===== config.mk =====
export PLATFORM = sky130hd
export DESIGN_NAME = sqrt_arbiter
export DESIGN_NICKNAME = d
export VERILOG_FILES = /design/src/rtl/sqrt_arb_pkg.sv /design/src/rtl/rr_picker.sv /design/src/rtl/sqrt_arbiter.sv
export SDC_FILE = /design/constraint.sdc
export NUM_CORES = 1
export LEC_CHECK = 0
export BUFFER_PORTS_ARGS = -buffer_cell sky130_fd_sc_hd__buf_2
export CORE_ASPECT_RATIO = 0.5
export CORE_MARGIN = 2
export CORE_UTILIZATION = 45
export CTS_CLUSTER_DIAMETER = 30
export DETAILED_ROUTE_END_ITERATION = 8
export PLACE_DENSITY = 0.86
export SKIP_CTS_REPAIR_TIMING = 1
export SLEW_MARGIN = 25
export SYNTH_ARGS = -nofsm -noshare
export SYNTH_HDL_FRONTEND = slang
export SYNTH_SLANG_ARGS = --single-unit

===== constraint.sdc =====
create_clock -name clk -period 9.1 [get_ports clk]
set_input_delay 1.365 -clock clk [delete_from_list [all_inputs] [get_ports clk]]
set_output_delay 1.365 -clock clk [all_outputs]
set_load 0.03 [all_outputs]

===== src/rtl/sqrt_arb_pkg.sv =====
// Shared types and helpers for the square-root arbiter slice.
// The state enum doubles as the documented state encoding.
package sqrt_arb_pkg;

   typedef enum logic [1:0] {
      IDLE  = 2'd0,
      ISSUE = 2'd1,
      WAIT  = 2'd2,
      RESP  = 2'd3
   } state_t;

   // Width needed to hold values 0..value-1, never less than one bit.
   function automatic int clog2_min1(input int value);
      int width;
      width = 1;
      for (int i = 1; i < 31; i++) begin
         if ((1 << i) < value) begin
            width = i + 1;
         end
      end
      return width;
   endfunction

endpackage


===== src/rtl/rr_picker.sv =====
// Combinational round-robin search: first set request at or above rr_ptr, wrapping.
// Kept generic so other shared-resource arbiters can reuse it.
module rr_picker
   import sqrt_arb_pkg::*;
#(
   parameter int NUM_REQ = 4,
   parameter int PTR_W   = clog2_min1(NUM_REQ)
) (
   input  logic [NUM_REQ-1:0] req,
   input  logic [PTR_W-1:0]   rr_ptr,
   output logic [NUM_REQ-1:0] grant,
   output logic [PTR_W-1:0]   grant_idx,
   output logic               any_valid
);

   logic [PTR_W:0] slot_sum;
   logic [PTR_W-1:0] slot;

   always_comb begin
      grant     = '0;
      grant_idx = '0;
      any_valid = 1'b0;
      slot_sum  = '0;
      slot      = '0;
      for (int i = 0; i < NUM_REQ; i++) begin
         slot_sum = {1'b0, rr_ptr} + (PTR_W+1)'(i);
         if (slot_sum >= (PTR_W+1)'(NUM_REQ)) begin
            slot_sum = slot_sum - (PTR_W+1)'(NUM_REQ);
         end
         slot = slot_sum[PTR_W-1:0];
         if (!any_valid && req[slot]) begin
            grant[slot] = 1'b1;
            grant_idx   = slot;
            any_valid   = 1'b1;
         end
      end
   end

endmodule


===== src/rtl/sqrt_arbiter.sv =====
// Round-robin sharing of one square_root unit among NUM_REQ requesters,
// with a watchdog that aborts an operation whose ready never arrives.
module sqrt_arbiter
   import sqrt_arb_pkg::*;
#(
   parameter int NUM_REQ        = 4,
   parameter int DATA_W         = 16,
   parameter int ROOT_W         = 8,
   parameter int TIMEOUT_CYCLES = 64
) (
   input  logic                      clk,
   input  logic                      rst,
   input  logic [NUM_REQ-1:0]        req_valid_i,
   input  logic [NUM_REQ*DATA_W-1:0] req_value_i,
   output logic [NUM_REQ-1:0]        req_ready_o,
   output logic [NUM_REQ-1:0]        rsp_valid_o,
   output logic [ROOT_W-1:0]         rsp_root_o,
   output logic                      rsp_timeout_o,
   output logic                      busy_o,
   output logic [DATA_W-1:0]         sqrt_value_o,
   output logic                      sqrt_start_o,
   input  logic                      sqrt_ready_i,
   input  logic [ROOT_W-1:0]         sqrt_root_i
);

   localparam int PTR_W = clog2_min1(NUM_REQ);
   localparam int CNT_W = clog2_min1(TIMEOUT_CYCLES);

   state_t             state;
   state_t             state_next;
   logic [PTR_W-1:0]   rr_ptr;
   logic [PTR_W-1:0]   owner;
   logic [PTR_W-1:0]   grant_idx;
   logic [NUM_REQ-1:0] grant;
   logic               any_valid;
   logic [DATA_W-1:0]  value_q;
   logic [DATA_W-1:0]  sel_value;
   logic [ROOT_W-1:0]  root_q;
   logic               timeout_q;
   logic               seen_low;
   logic [CNT_W-1:0]   wd_cnt;
   logic               accept;
   logic               done;
   logic               expired;

   rr_picker #(
      .NUM_REQ (NUM_REQ),
      .PTR_W   (PTR_W)
   ) u_picker (
      .req       (req_valid_i),
      .rr_ptr    (rr_ptr),
      .grant     (grant),
      .grant_idx (grant_idx),
      .any_valid (any_valid)
   );

   always_comb begin
      sel_value = '0;
      for (int k = 0; k < NUM_REQ; k++) begin
         if (grant_idx == PTR_W'(k)) begin
            sel_value = req_value_i[k*DATA_W +: DATA_W];
         end
      end
   end

   always_ff @(posedge clk or posedge rst) begin
      if (rst) begin
         state <= IDLE;
      end else begin
         state <= state_next;
      end
   end

   // Completion needs a low ready seen in an earlier WAIT cycle, so a ready
   // still high from the previous operation is never mistaken for done.
   always_comb begin
      state_next = state;
      accept     = 1'b0;
      done       = 1'b0;
      expired    = 1'b0;
      case (state)
         IDLE: begin
            if (any_valid) begin
               accept     = 1'b1;
               state_next = ISSUE;
            end
         end
         ISSUE: begin
            state_next = WAIT;
         end
         WAIT: begin
            done    = sqrt_ready_i && seen_low;
            expired = (wd_cnt == CNT_W'(TIMEOUT_CYCLES - 1));
            if (done || expired) begin
               state_next = RESP;
            end
         end
         RESP: begin
            state_next = IDLE;
         end
         default: begin
            state_next = IDLE;
         end
      endcase
   end

   always_ff @(posedge clk or posedge rst) begin
      if (rst) begin
         rr_ptr    <= '0;
         owner     <= '0;
         value_q   <= '0;
         root_q    <= '0;
         timeout_q <= 1'b0;
         seen_low  <= 1'b0;
         wd_cnt    <= '0;
      end else begin
         case (state)
            IDLE: begin
               if (accept) begin
                  value_q <= sel_value;
                  owner   <= grant_idx;
                  rr_ptr  <= (grant_idx == PTR_W'(NUM_REQ - 1)) ? '0 : grant_idx + PTR_W'(1);
               end
            end
            ISSUE: begin
               seen_low <= 1'b0;
               wd_cnt   <= '0;
            end
            WAIT: begin
               wd_cnt <= wd_cnt + CNT_W'(1);
               if (!sqrt_ready_i) begin
                  seen_low <= 1'b1;
               end
               if (done) begin
                  root_q    <= sqrt_root_i;
                  timeout_q <= 1'b0;
               end else if (expired) begin
                  root_q    <= '0;
                  timeout_q <= 1'b1;
               end
            end
            default: begin
            end
         endcase
      end
   end

   assign req_ready_o   = (state == IDLE) ? grant : '0;
   assign rsp_valid_o   = (state == RESP) ? (NUM_REQ'(1) << owner) : '0;
   assign rsp_root_o    = (state == RESP) ? root_q : '0;
   assign rsp_timeout_o = (state == RESP) && timeout_q;
   assign busy_o        = (state != IDLE);
   assign sqrt_value_o  = value_q;
   assign sqrt_start_o  = (state == ISSUE);

endmodule


# Word level (Yosys, flattened, before mapping)
# Cells that the tools add are included.
[classes] shifts=1 add_sub_neg=9 magnitude_cmp=12 n_reduce_logical=22 n_eq_ne=10 n_mux=54 bitwise=3
[ops] cell="$mux W16" n=4
[ops] cell="$mux W4" n=6
[ops] cell="$mux W8" n=3
[ops] cell="$mux W2" n=11
[ops] cell="$mux W1" n=19
[ops] cell="$lt A2 B3 Y1 const B" n=4
[ops] cell="$or A4 B4 Y4" n=3
[ops] cell="$pmux W6 S2" n=1
[ops] cell="$ge A3 B3 Y1 const B" n=3
[ops] cell="$logic_and A1 B1 Y1" n=9
[ops] cell="$bmux W1 S2" n=4
[ops] cell="$demux W1 S2" n=4
[ops] cell="$eq A2 B2 Y1 const B" n=4
[ops] cell="$ge A2 B1 Y1 const B" n=4
[ops] cell="$pmux W2 S4" n=1
[ops] cell="$reduce_and A2 Y1" n=4
[ops] cell="$sub A2 B1 Y2 const B" n=4
[ops] cell="$add A2 B2 Y3 const B" n=2
[ops] cell="$add A6 B1 Y6 const B" n=1
[ops] cell="$eq A6 B6 Y1 const B" n=1
[ops] cell="$ne A2 B2 Y1 const B" n=3
[ops] cell="$reduce_bool A2 Y1" n=3
[ops] cell="$eq A2 B1 Y1 const B" n=2
[ops] cell="$logic_not A2 Y1" n=2
[ops] cell="other kinds (7)" n=9
[word_totals] wordCells=119 regBits=38 in_bits=79 out_inout_bits=35

# Longest topological paths before layout
# Gate-level depths: netlist of the first run.
[depth] depth_word=19 depth_mapped=16 depth_no_buf=11

# Cells and area by module
# Synthesis of the first run repeated with hierarchy kept, for this count alone.
[hier_totals] cells_unflattened=302 area_unflattened_um2=2670.1
[by_module_without_submodules] module="sqrt_arbiter" instances=1 seq_area_each_um2=950.9 area_each_um2=2250.9 cells_per_inst=257
[by_module_without_submodules] module="rr_picker" instances=1 seq_area_each_um2=0.0 area_each_um2=419.2 cells_per_inst=45

# Worst setup path before layout of the first run
# OpenSTA, ideal clock, no wires.
[synth_timing] path_kind="input port to output port" startpoint="input port req_valid_i[0]" endpoint="output port req_ready_o[0]" n_path_buf=1 t_required_ns=7.735 path_stages=5 slack_ns=4.981 t_arrival_ns=2.754 path_cell_list="buf_2 nand2b_1 o22ai_1 a221oi_1 o32ai_1"
[synth_between] elab_chain_len=13 word_cells_on_any_way=25 cone_classes="mux: 16; bitwise: 3; reduce/logical: 6"
[synth_lines] item="from (decl)" line_no="sqrt_arbiter.sv:13" source="input logic [NUM_REQ-1:0] req_valid_i,"
[synth_lines] item="$bmux W1 S2" line_no="rr_picker.sv:31" source="if (!any_valid && req[slot]) begin"
[synth_lines] item="$mux W1 (not written as such)" line_no="rr_picker.sv:31"
[synth_lines] item="$mux W1" line_no="rr_picker.sv:31"
[synth_lines] item="$logic_not A1 Y1" line_no="rr_picker.sv:31"
[synth_lines] item="$logic_and A1 B1 Y1" line_no="rr_picker.sv:31"
[synth_lines] item="$mux W1" line_no="rr_picker.sv:31"
[synth_lines] item="$logic_not A1 Y1" line_no="rr_picker.sv:31"
[synth_lines] item="$logic_and A1 B1 Y1" line_no="rr_picker.sv:31"
[synth_lines] item="$mux W1" line_no="rr_picker.sv:31"
[synth_lines] item="$logic_not A1 Y1" line_no="rr_picker.sv:31"
[synth_lines] item="$logic_and A1 B1 Y1" line_no="rr_picker.sv:31"
[synth_lines] item="$mux W4 *" line_no="rr_picker.sv:31"
[synth_lines] item="$mux W4 *" line_no="sqrt_arbiter.sv:148" source="assign req_ready_o = (state == IDLE) ? grant : '0;"
[synth_lines] item="to (decl)" line_no="sqrt_arbiter.sv:15" source="output logic [NUM_REQ-1:0] req_ready_o,"
# Mark *: on every way between the ends. The rest lies on a longest branch, timed or not. The select of a mux whose other input is x is not followed.

# Final worst setup path of the first run
[layout_timing] startpoint="register rr_ptr[0]" endpoint="register value_q[9], in the netlist sqrt_value_o[9]"
[layout_between] elab_chain_len=19 word_cells_on_any_way=48 cone_classes="add/sub: 7; order compare: 4; eq/ne: 3; mux: 26; reduce/logical: 8"
[layout_lines] item="from (decl)" line_no="sqrt_arbiter.sv:31" source="logic [PTR_W-1:0] rr_ptr;"
[layout_lines] item="from (signal assigned)" line_no="sqrt_arbiter.sv:122" source="rr_ptr <= (grant_idx == PTR_W'(NUM_REQ - 1)) ? '0 : grant_idx + PTR_W'(1);"
[layout_lines] item="branches (longest 19 deep; another with $add A2 B1 Y3)"
[layout_lines] item="to (signal assigned)" line_no="sqrt_arbiter.sv:120" source="value_q <= sel_value;"
[layout_lines] item="to (decl)" line_no="sqrt_arbiter.sv:36" source="logic [DATA_W-1:0] value_q;"
# Parallel ways; which one is timed is not known. The select of a mux whose other input is x is not followed.
# A chain may end at the register's enable or synchronous reset.

==> results of run 1 <==
## stage by stage
stage	instance area [um2]	util (%)	power, W	setup WS [ps]
3_3_place_gp	3422	56.28	0.001292	4788
5_1_grt	3572	58.74	0.001631	4157
4_1_cts	3570	58.70	0.001501	4604
2_1_floorplan	2846	-	0.001111	4981
6_report	3572	58.74	0.001508	4514
3_5_place_dp	3422	56.28	0.001324	4636
## final cells by class
| type | instances | area, um2 |
|---|---|---|
| fill | 536 | 2509 |
| multi-input combinational | 235 | 1704 |
| sequential | 38 | 950.9 |
| timing repair buffer | 115 | 580.6 |
| clock buffer | 7 | 142.6 |
| tap | 88 | 110.1 |
| inverter | 21 | 78.83 |
| clock inverter | 1 | 5.005 |
## registers in the layout, indices dropped and copies added, names as in the netlist
signal / count
root_q: 8
rr_ptr: 2
sqrt_value_o: 16
state: 2
seen_low: 1
owner: 2
wd_cnt: 6
timeout_q: 1
## metal layers
layer | part of all wire [%] | track usage [%] | up-vias
li1 | - | - | 1363
met1 | 43 | 24.76 | 1310
met2 | 51 | 35.47 | 79
met3 | 5.8 | 3.651 | 4
met4 | 0.46 | 4.252 | 0
met5 | 0 | 0 | -
## path summary, 6_finish.rpt
kind | end | cells after the start | start | slack (ps)
min in group asynchronous | sqrt_value_o[8] | 3 | rst | 1200
worst max register to register | sqrt_value_o[9] | 11 | rr_ptr[0] | 4510
worst min-delay path | sqrt_value_o[4] | 2 | sqrt_value_o[4] | 470
worst max-delay path | sqrt_value_o[9] | 11 | rr_ptr[0] | 4510
max in group asynchronous | sqrt_value_o[4] | 3 | rst | 7570
worst min register to register | sqrt_value_o[4] | 2 | sqrt_value_o[4] | 470
## cells by family after synthesis
| logic type | share of synthesized area [%] |
|---|---|
| AOI/OAI and AO/OA | 27.65 |
| and+or+nand+nor | 18.37 |
| buffers and inverters | 7.209 |
| DFF | 33.41 |
| adders and majority gates | 7.472 |
| muxes | 5.582 |
| xor gates and xnor gates | 0.3077 |
## layout by cell type, fill, tap and decap left out, drive strengths merged, types with 2 or more instances in the layout
cell / instances
nand2: 28
nor2b: 20
a211o: 9
nor4: 2
mux2i: 2
nand2b: 3
mux4: 3
a221oi: 21
nor3: 3
dfrtp: 38
ha: 17
a31oi: 3
o21ai: 18
and2: 10
and3: 4
o211ai: 3
nand3b: 2
a22o: 8
nor3b: 3
or3: 2
o31a: 8
buf: 115
a21oi: 21
o22ai: 2
mux2: 6
o32ai: 4
clkbuf: 7
inv: 21
nor2: 17
## power by group through the flow
stage                     clock [W]  sequential, W  combinational [W]
after floorplan                   0       0.000354           0.000757
after detailed placement          0       0.000311            0.00101
final                      0.000173       0.000310            0.00103
after CTS                  0.000175       0.000309            0.00102
after global placement            0       0.000308           0.000984
after global routing       0.000185       0.000320            0.00113
## tightest hold or removal path, stage by stage (launching register included)
cell and delay (ps):
sky130_fd_sc_hd__dfrtp_1 330, sky130_fd_sc_hd__nand2_1 40, sky130_fd_sc_hd__o21ai_0 60
==> impl_metrics.xml, run 1 <==
<?xml version="1.0" encoding="UTF-8"?>
<metrics>
  <group name="setup_path">
    <metric name="critPathMostFrequentCell" unit="">sky130_fd_sc_hd__ha_1</metric>
    <metric name="largest_stage_delay_worst_path" unit="ps">790</metric>
    <metric name="worst-endpoint-required" unit="ps">9290</metric>
    <metric name="crit_fanout" unit="">25</metric>
    <metric name="timing_worst_setup_path_type" unit="">flop to flop</metric>
    <metric name="cp_data_arrival_time" unit="ps">4780</metric>
    <metric name="cpLargestDelayFamily" unit="">adder cells</metric>
    <metric name="critical_path.n_buffers_inverters" unit="">1</metric>
    <metric name="timing.critical_path.slowest_stage_cell" unit="">sky130_fd_sc_hd__dfrtp_1</metric>
    <metric name="crit_chain" unit="">inv_1 -&gt; ha_1 -&gt; mux4_2 -&gt; nor2b_4 -&gt; a221o_1 -&gt; a31oi_1 -&gt; ha_1 -&gt; nor2b_1 -&gt; a221oi_1 -&gt; a211o_1 -&gt; a21oi_1</metric>
    <metric name="setup.worst_path.start_class" unit="">flop</metric>
    <metric name="end_kind" unit="">flop</metric>
  </group>
  <group name="detailed_routing">
    <metric name="wire_per_inst" unit="um">14.55</metric>
    <metric name="drt_iter0_markers" unit="">175</metric>
    <metric name="drcViolationCount" unit="">0</metric>
    <metric name="detailedRoute.firstPassIterationCount" unit="">4</metric>
    <metric name="ant_nets" unit="">0</metric>
    <metric name="finalWirelength" unit="um">7348</metric>
    <metric name="routed-via-count" unit="">2756</metric>
    <metric name="avgViaCountPerCell" unit="">5.457</metric>
  </group>
  <group name="die">
    <metric name="die_area" unit="um2">7016</metric>
    <metric name="boundaryPins" unit="">114</metric>
    <metric name="chipWidth" unit="um">116.5</metric>
    <metric name="placement_row_count" unit="">20</metric>
    <metric name="initial_core_util" unit="%">46.81</metric>
    <metric name="die_y" unit="um">60.24</metric>
    <metric name="core-area" unit="um2">6081</metric>
  </group>
  <group name="run_status">
    <metric name="status" unit="">complete, no violations</metric>
  </group>
  <group name="power">
    <metric name="pwr-share-comb" unit="%">68.0</metric>
    <metric name="p_seq_share" unit="%">20.6</metric>
    <metric name="power_density" unit="nW/um2">422.2</metric>
    <metric name="power.switching" unit="W">0.0007368</metric>
    <metric name="switching_share" unit="%">48.85</metric>
    <metric name="leakagePower" unit="nW">1.740</metric>
    <metric name="power.clock.fraction" unit="%">11.4</metric>
    <metric name="maximum_vdd_ir_drop" unit="mV">0.1777</metric>
    <metric name="p_int" unit="W">0.0007714</metric>
  </group>
  <group name="sta">
    <metric name="rsz0062_at_grt" unit="">no</metric>
    <metric name="clock.fmax" unit="GHz">0.2181</metric>
    <metric name="drv_slew" unit="">0</metric>
    <metric name="timing.setup.tns" unit="ps">0</metric>
    <metric name="final_hold_viol_count" unit="">0</metric>
    <metric name="worst_clock_skew" unit="ps">5.798</metric>
    <metric name="hold_ws" unit="ps">471.5</metric>
    <metric name="layout_min_cycle_time" unit="ps">4586</metric>
    <metric name="slew_worst_pin" unit="ps">1020</metric>
    <metric name="final_min_period_over_clock_period" unit="%">50.39</metric>
    <metric name="setup_violations" unit="">0</metric>
    <metric name="max-slew-margin-rel" unit="%">31.73</metric>
  </group>
  <group name="clock_tree">
    <metric name="clock_insertion_delay_worst_skew" unit="ps">280</metric>
    <metric name="cts_buffer_depth" unit="">2</metric>
    <metric name="cts.clk_slew.worst_paths" unit="ps">50</metric>
    <metric name="cts-root-buf" unit="">sky130_fd_sc_hd__clkbuf_16</metric>
    <metric name="clock_sink_count" unit="">38</metric>
    <metric name="numCtsBuffers" unit="">5</metric>
    <metric name="tritoncts" unit="">done</metric>
    <metric name="h-tree-depth" unit="">2</metric>
  </group>
  <group name="synth">
    <metric name="ys_ff_latch" unit="">38</metric>
    <metric name="synth_ff_type" unit="">sky130_fd_sc_hd__dfrtp_1</metric>
    <metric name="library_cell_with_the_highest_instance_count_after_synthesis" unit="">sky130_fd_sc_hd__dfrtp_1</metric>
    <metric name="count_of_synthesis_stage_warnings_from_yosys" unit="">0</metric>
    <metric name="synth.area.top_cells" unit="">sky130_fd_sc_hd__dfrtp_1, sky130_fd_sc_hd__ha_1, sky130_fd_sc_hd__a221oi_1, sky130_fd_sc_hd__nor2b_1, sky130_fd_sc_hd__a21oi_1</metric>
    <metric name="synth_area_per_cell" unit="um2">8.840</metric>
    <metric name="netlist.area_leader.share" unit="%">33.41</metric>
    <metric name="synth_sequential_area_ratio" unit="%">33.41</metric>
    <metric name="synth_top_cell_by_area" unit="">sky130_fd_sc_hd__dfrtp_1</metric>
    <metric name="netlist_area" unit="um2">2846</metric>
    <metric name="synth.cells.most_frequent" unit="">sky130_fd_sc_hd__dfrtp_1, sky130_fd_sc_hd__nand2_1, sky130_fd_sc_hd__a21oi_1, sky130_fd_sc_hd__a221oi_1, sky130_fd_sc_hd__inv_1</metric>
    <metric name="synthCells" unit="">322</metric>
    <metric name="synth_enable_flop_cells" unit="">0</metric>
    <metric name="fraction_of_synthesis_flops_using_an_asynchronous_set_or_reset_pin" unit="%">100.0</metric>
    <metric name="syn_nets" unit="">418</metric>
    <metric name="yosys.cell_types.count" unit="">49</metric>
  </group>
  <group name="finish">
    <metric name="post_route_cells_drive_above_1_share" unit="%">32.61</metric>
    <metric name="area_growth" unit="%">25.49</metric>
    <metric name="post_layout_nonfiller_instances" unit="">505</metric>
    <metric name="diodes" unit="">0</metric>
    <metric name="num-nets-final" unit="">512</metric>
  </group>
  <group name="grt">
    <metric name="grt_pass1_vias" unit="">2432</metric>
    <metric name="first_pass_grt_wire_length" unit="um">10880</metric>
    <metric name="globalRouteOverflowTotal" unit="">0</metric>
    <metric name="gr-usage-all-layers" unit="%">19.58</metric>
    <metric name="antenna_found_initial" unit="">0</metric>
    <metric name="grt_start_max_net_pins" unit="">39</metric>
  </group>
  <group name="place">
    <metric name="gp_routability_congestion" unit="">0.9780</metric>
    <metric name="placed_cells_incl_taps" unit="">497</metric>
    <metric name="detailed_place_hpwl" unit="um">5330</metric>
    <metric name="port_bufs" unit="">113</metric>
  </group>
  <group name="run">
    <metric name="drv_cap" unit="">0</metric>
  </group>
  <group name="worst_hold_path">
    <metric name="min-delay-path-class" unit="">flop to flop</metric>
  </group>
</metrics>
Power figures use the tool's default switching activity.
==> run 2, diff against run 1 <==
--- a/config.mk
+++ b/config.mk
@@ -5,6 +5,7 @@
 export SDC_FILE = /design/constraint.sdc
 export NUM_CORES = 1
 export LEC_CHECK = 0
+export ABC_AREA = 1
 export BUFFER_PORTS_ARGS = -buffer_cell sky130_fd_sc_hd__buf_2
 export CORE_ASPECT_RATIO = 0.5
 export CORE_MARGIN = 2
==> constraint.sdc (replaced) <==
create_clock -name clk -period 4.35 [get_ports clk]
set_input_delay 0.6525 -clock clk [delete_from_list [all_inputs] [get_ports clk]]
set_output_delay 0.6525 -clock clk [all_outputs]
set_load 0.03 [all_outputs]
==> impl_metrics.xml, run 2 <==
<?xml version="1.0" encoding="UTF-8"?>
<metrics>
  <group name="run_status">
    <metric name="status" unit="">complete, no violations</metric>
  </group>
  <group name="finish">
    <metric name="most_frequent_standard_cell_in_the_layout_excluding_fill_and_tap_cells" unit="">sky130_fd_sc_hd__nand2_1</metric>
    <metric name="layout_common_cells" unit="">sky130_fd_sc_hd__nand2_1, sky130_fd_sc_hd__buf_2, sky130_fd_sc_hd__dfrtp_1, sky130_fd_sc_hd__inv_1, sky130_fd_sc_hd__o21ai_0</metric>
    <metric name="post_route_cells_drive_above_1_share" unit="%">28.40</metric>
    <metric name="num-nets-final" unit="">602</metric>
    <metric name="diodes" unit="">0</metric>
    <metric name="area_growth" unit="%">26.41</metric>
    <metric name="largest_register_ffs" unit="">16</metric>
  </group>
  <group name="synth">
    <metric name="fraction_of_synthesis_flops_using_an_asynchronous_set_or_reset_pin" unit="%">100.0</metric>
    <metric name="synthAdderAreaFrac" unit="%">7.675</metric>
    <metric name="synth_sequential_area_ratio" unit="%">34.31</metric>
    <metric name="syn_nets" unit="">496</metric>
    <metric name="synth_top_cell_by_area" unit="">sky130_fd_sc_hd__dfrtp_1</metric>
    <metric name="synth-compound-area-share" unit="%">14.54</metric>
    <metric name="synthMuxAreaShare" unit="%">0</metric>
    <metric name="synth_enable_flop_cells" unit="">0</metric>
    <metric name="synth_top_family_by_area" unit="">simple AND/OR/NAND/NOR gates</metric>
    <metric name="synth_ff_type" unit="">sky130_fd_sc_hd__dfrtp_1</metric>
    <metric name="synth_area_per_cell" unit="um2">6.929</metric>
    <metric name="count_of_synthesis_stage_warnings_from_yosys" unit="">0</metric>
    <metric name="synth.cells.most_frequent" unit="">sky130_fd_sc_hd__nand2_1, sky130_fd_sc_hd__dfrtp_1, sky130_fd_sc_hd__inv_1</metric>
    <metric name="netlist_area" unit="um2">2771</metric>
    <metric name="synthCells" unit="">400</metric>
    <metric name="synthSimpleGateAreaFrac" unit="%">34.13</metric>
    <metric name="synth.area.top_cells" unit="">sky130_fd_sc_hd__dfrtp_1, sky130_fd_sc_hd__nand2_1, sky130_fd_sc_hd__ha_1, sky130_fd_sc_hd__o21ai_0, sky130_fd_sc_hd__inv_1</metric>
    <metric name="library_cell_with_the_highest_instance_count_after_synthesis" unit="">sky130_fd_sc_hd__nand2_1</metric>
    <metric name="synth_xor_xnor_area_share" unit="%">0</metric>
    <metric name="ys_ff_latch" unit="">38</metric>
    <metric name="yosys.cell_types.count" unit="">29</metric>
    <metric name="netlist.area_leader.share" unit="%">34.31</metric>
  </group>
  <group name="sta">
    <metric name="rsz0062_at_grt" unit="">no</metric>
    <metric name="setup_violations" unit="">0</metric>
    <metric name="timing.setup.tns" unit="ps">0</metric>
    <metric name="final_hold_viol_count" unit="">0</metric>
    <metric name="drv_slew" unit="">0</metric>
    <metric name="final_min_period_over_clock_period" unit="%">80.60</metric>
    <metric name="clock.fmax" unit="GHz">0.2852</metric>
    <metric name="max-slew-margin-rel" unit="%">57.53</metric>
    <metric name="slew_worst_pin" unit="ps">637.1</metric>
    <metric name="layout_min_cycle_time" unit="ps">3506</metric>
    <metric name="worst_clock_skew" unit="ps">4.643</metric>
    <metric name="hold_ws" unit="ps">469.3</metric>
  </group>
  <group name="worst_hold_path">
    <metric name="min_path_cells" unit="">2</metric>
    <metric name="hold_path_startpoint" unit="">sqrt_value_o[13]</metric>
    <metric name="min-delay-path-class" unit="">flop to flop</metric>
  </group>
  <group name="detailed_routing">
    <metric name="drt_iter0_markers" unit="">90</metric>
    <metric name="routed-via-count" unit="">2882</metric>
    <metric name="detailedRoute.firstPassIterationCount" unit="">4</metric>
    <metric name="wire_per_inst" unit="um">12.20</metric>
    <metric name="drcViolationCount" unit="">0</metric>
    <metric name="ant_nets" unit="">0</metric>
    <metric name="finalWirelength" unit="um">7126</metric>
    <metric name="avgViaCountPerCell" unit="">4.935</metric>
  </group>
  <group name="setup_path">
    <metric name="worstSetupPathDepth" unit="">18</metric>
    <metric name="cp_data_arrival_time" unit="ps">3730</metric>
    <metric name="reg2reg_from" unit="">rr_ptr[0]</metric>
    <metric name="largest_stage_delay_worst_path" unit="ps">650</metric>
    <metric name="critical_path.n_buffers_inverters" unit="">3</metric>
    <metric name="cpLargestDelayFamily" unit="">simple AND/OR/NAND/NOR gates</metric>
    <metric name="critPathMostFrequentCell" unit="">sky130_fd_sc_hd__nand2_1</metric>
    <metric name="timing.critical_path.slowest_stage_cell" unit="">sky130_fd_sc_hd__dfrtp_1</metric>
    <metric name="worst-endpoint-required" unit="ps">4570</metric>
    <metric name="crit_chain" unit="">inv_6 -&gt; ha_1 -&gt; inv_1 -&gt; nand3_1 -&gt; nand2_2 -&gt; nor2_2 -&gt; nor2_1 -&gt; nand2_1 -&gt; nand2_1 -&gt; inv_1 -&gt; ha_1 -&gt; nor2_4 -&gt; nand2_1 -&gt; nand2_1 -&gt; o21ai_0 -&gt; o21ai_1 -&gt; nand2_1 -&gt; nand2_1</metric>
    <metric name="critPathLaunch" unit="">rr_ptr[0]</metric>
    <metric name="timing_worst_setup_path_type" unit="">flop to flop</metric>
    <metric name="crit_fanout" unit="">17</metric>
    <metric name="end_kind" unit="">flop</metric>
    <metric name="r2r_depth" unit="">18</metric>
    <metric name="setup.worst_path.start_class" unit="">flop</metric>
  </group>
  <group name="place">
    <metric name="detailed_place_hpwl" unit="um">5433</metric>
    <metric name="port_bufs" unit="">113</metric>
    <metric name="gp_routability_congestion" unit="">0.8258</metric>
  </group>
  <group name="grt">
    <metric name="gr-usage-all-layers" unit="%">21.25</metric>
    <metric name="first_pass_grt_wire_length" unit="um">11520</metric>
    <metric name="grt_start_max_net_pins" unit="">39</metric>
    <metric name="antenna_found_initial" unit="">0</metric>
    <metric name="globalRouteOverflowTotal" unit="">0</metric>
    <metric name="grt_pass1_vias" unit="">2591</metric>
  </group>
  <group name="clock_tree">
    <metric name="clock_sink_count" unit="">38</metric>
    <metric name="cts.clk_slew.worst_paths" unit="ps">60</metric>
    <metric name="clock_insertion_delay_worst_skew" unit="ps">280</metric>
    <metric name="cts-root-buf" unit="">sky130_fd_sc_hd__clkbuf_16</metric>
    <metric name="h-tree-depth" unit="">2</metric>
    <metric name="numCtsBuffers" unit="">5</metric>
    <metric name="tritoncts" unit="">done</metric>
    <metric name="cts_buffer_depth" unit="">2</metric>
  </group>
  <group name="power">
    <metric name="p_seq_share" unit="%">19.1</metric>
    <metric name="switching_share" unit="%">55.26</metric>
    <metric name="power.switching" unit="W">0.001831</metric>
    <metric name="power_density" unit="nW/um2">945.7</metric>
    <metric name="maximum_vdd_ir_drop" unit="mV">0.4406</metric>
    <metric name="power.clock.fraction" unit="%">11.1</metric>
    <metric name="leakagePower" unit="nW">2.059</metric>
    <metric name="total_power" unit="W">0.003313</metric>
    <metric name="p_int" unit="W">0.001482</metric>
    <metric name="pwr-share-comb" unit="%">69.8</metric>
  </group>
  <group name="die">
    <metric name="chipWidth" unit="um">115.0</metric>
    <metric name="initial_core_util" unit="%">46.15</metric>
    <metric name="placement_row_count" unit="">20</metric>
    <metric name="die_area" unit="um2">6840</metric>
    <metric name="die_y" unit="um">59.49</metric>
    <metric name="boundaryPins" unit="">114</metric>
    <metric name="core-area" unit="um2">6006</metric>
  </group>
  <group name="run">
    <metric name="drv_cap" unit="">0</metric>
  </group>
</metrics>
## run 2: cell type report
class,count,area [um2]
tap,77,96.34
inverter,42,162.7
sequential,38,950.9
timing repair buffer,115,580.6
clock buffer,6,138.9
fill,576,2502
multi-input combinational,304,1562
clock inverter,2,12.51
## run 2: cell families after synthesis
logic type / Yosys count
DFF: 38
and+or+nand+nor: 216
AOI/OAI and AO/OA: 71
adders and majority gates: 17
buffers and inverters: 58
## run 2: worst min-delay path: stages, from the launching register on
cell and delay, ps:
sky130_fd_sc_hd__dfrtp_1 330, sky130_fd_sc_hd__nand2_1 50, sky130_fd_sc_hd__nand2_1 50
## run 2: layer usage
layer | share of wire, % | up-vias | GRT usage, %
li1 | - | 1500 | -
met3 | 5.0 | 14 | 3.988
met5 | 0 | - | 0
met2 | 48 | 88 | 37.06
met4 | 1.5 | 0 | 6.024
met1 | 46 | 1280 | 27.50
## run 2: power groups by stage
stage	clock network (W)	logic, W	registers (W)
2_1_floorplan	0	0.00175	0.000731
3_3_place_gp	0	0.00224	0.000630
3_5_place_dp	0	0.00229	0.000635
4_1_cts	0.000367	0.00232	0.000632
5_1_grt	0.000384	0.00264	0.000653
6_report	0.000366	0.00231	0.000634
## run 2: path summary, 6_finish.rpt
check | end | slack (ps)
max | sqrt_value_o[4] | 840
min | sqrt_value_o[13] | 470
max reg2reg | sqrt_value_o[4] | 840
min reg2reg | sqrt_value_o[13] | 470
max in group asynchronous | wd_cnt[0] | 3540
min in group asynchronous | sqrt_value_o[15] | 480
## run 2: metrics by stage
stage / instance area [um2] / utilization [%] / cells / setup WS [ps]
global placement: 3352 / 55.81 / 576 / 1015
CTS: 3503 / 58.33 / 584 / 826.7
detailed placement: 3352 / 55.81 / 576 / 894.4
global route: 3503 / 58.33 / 584 / 494.4
finish: 3503 / 58.33 / 584 / 844.0
floorplan: 2771 / - / 400 / 1532
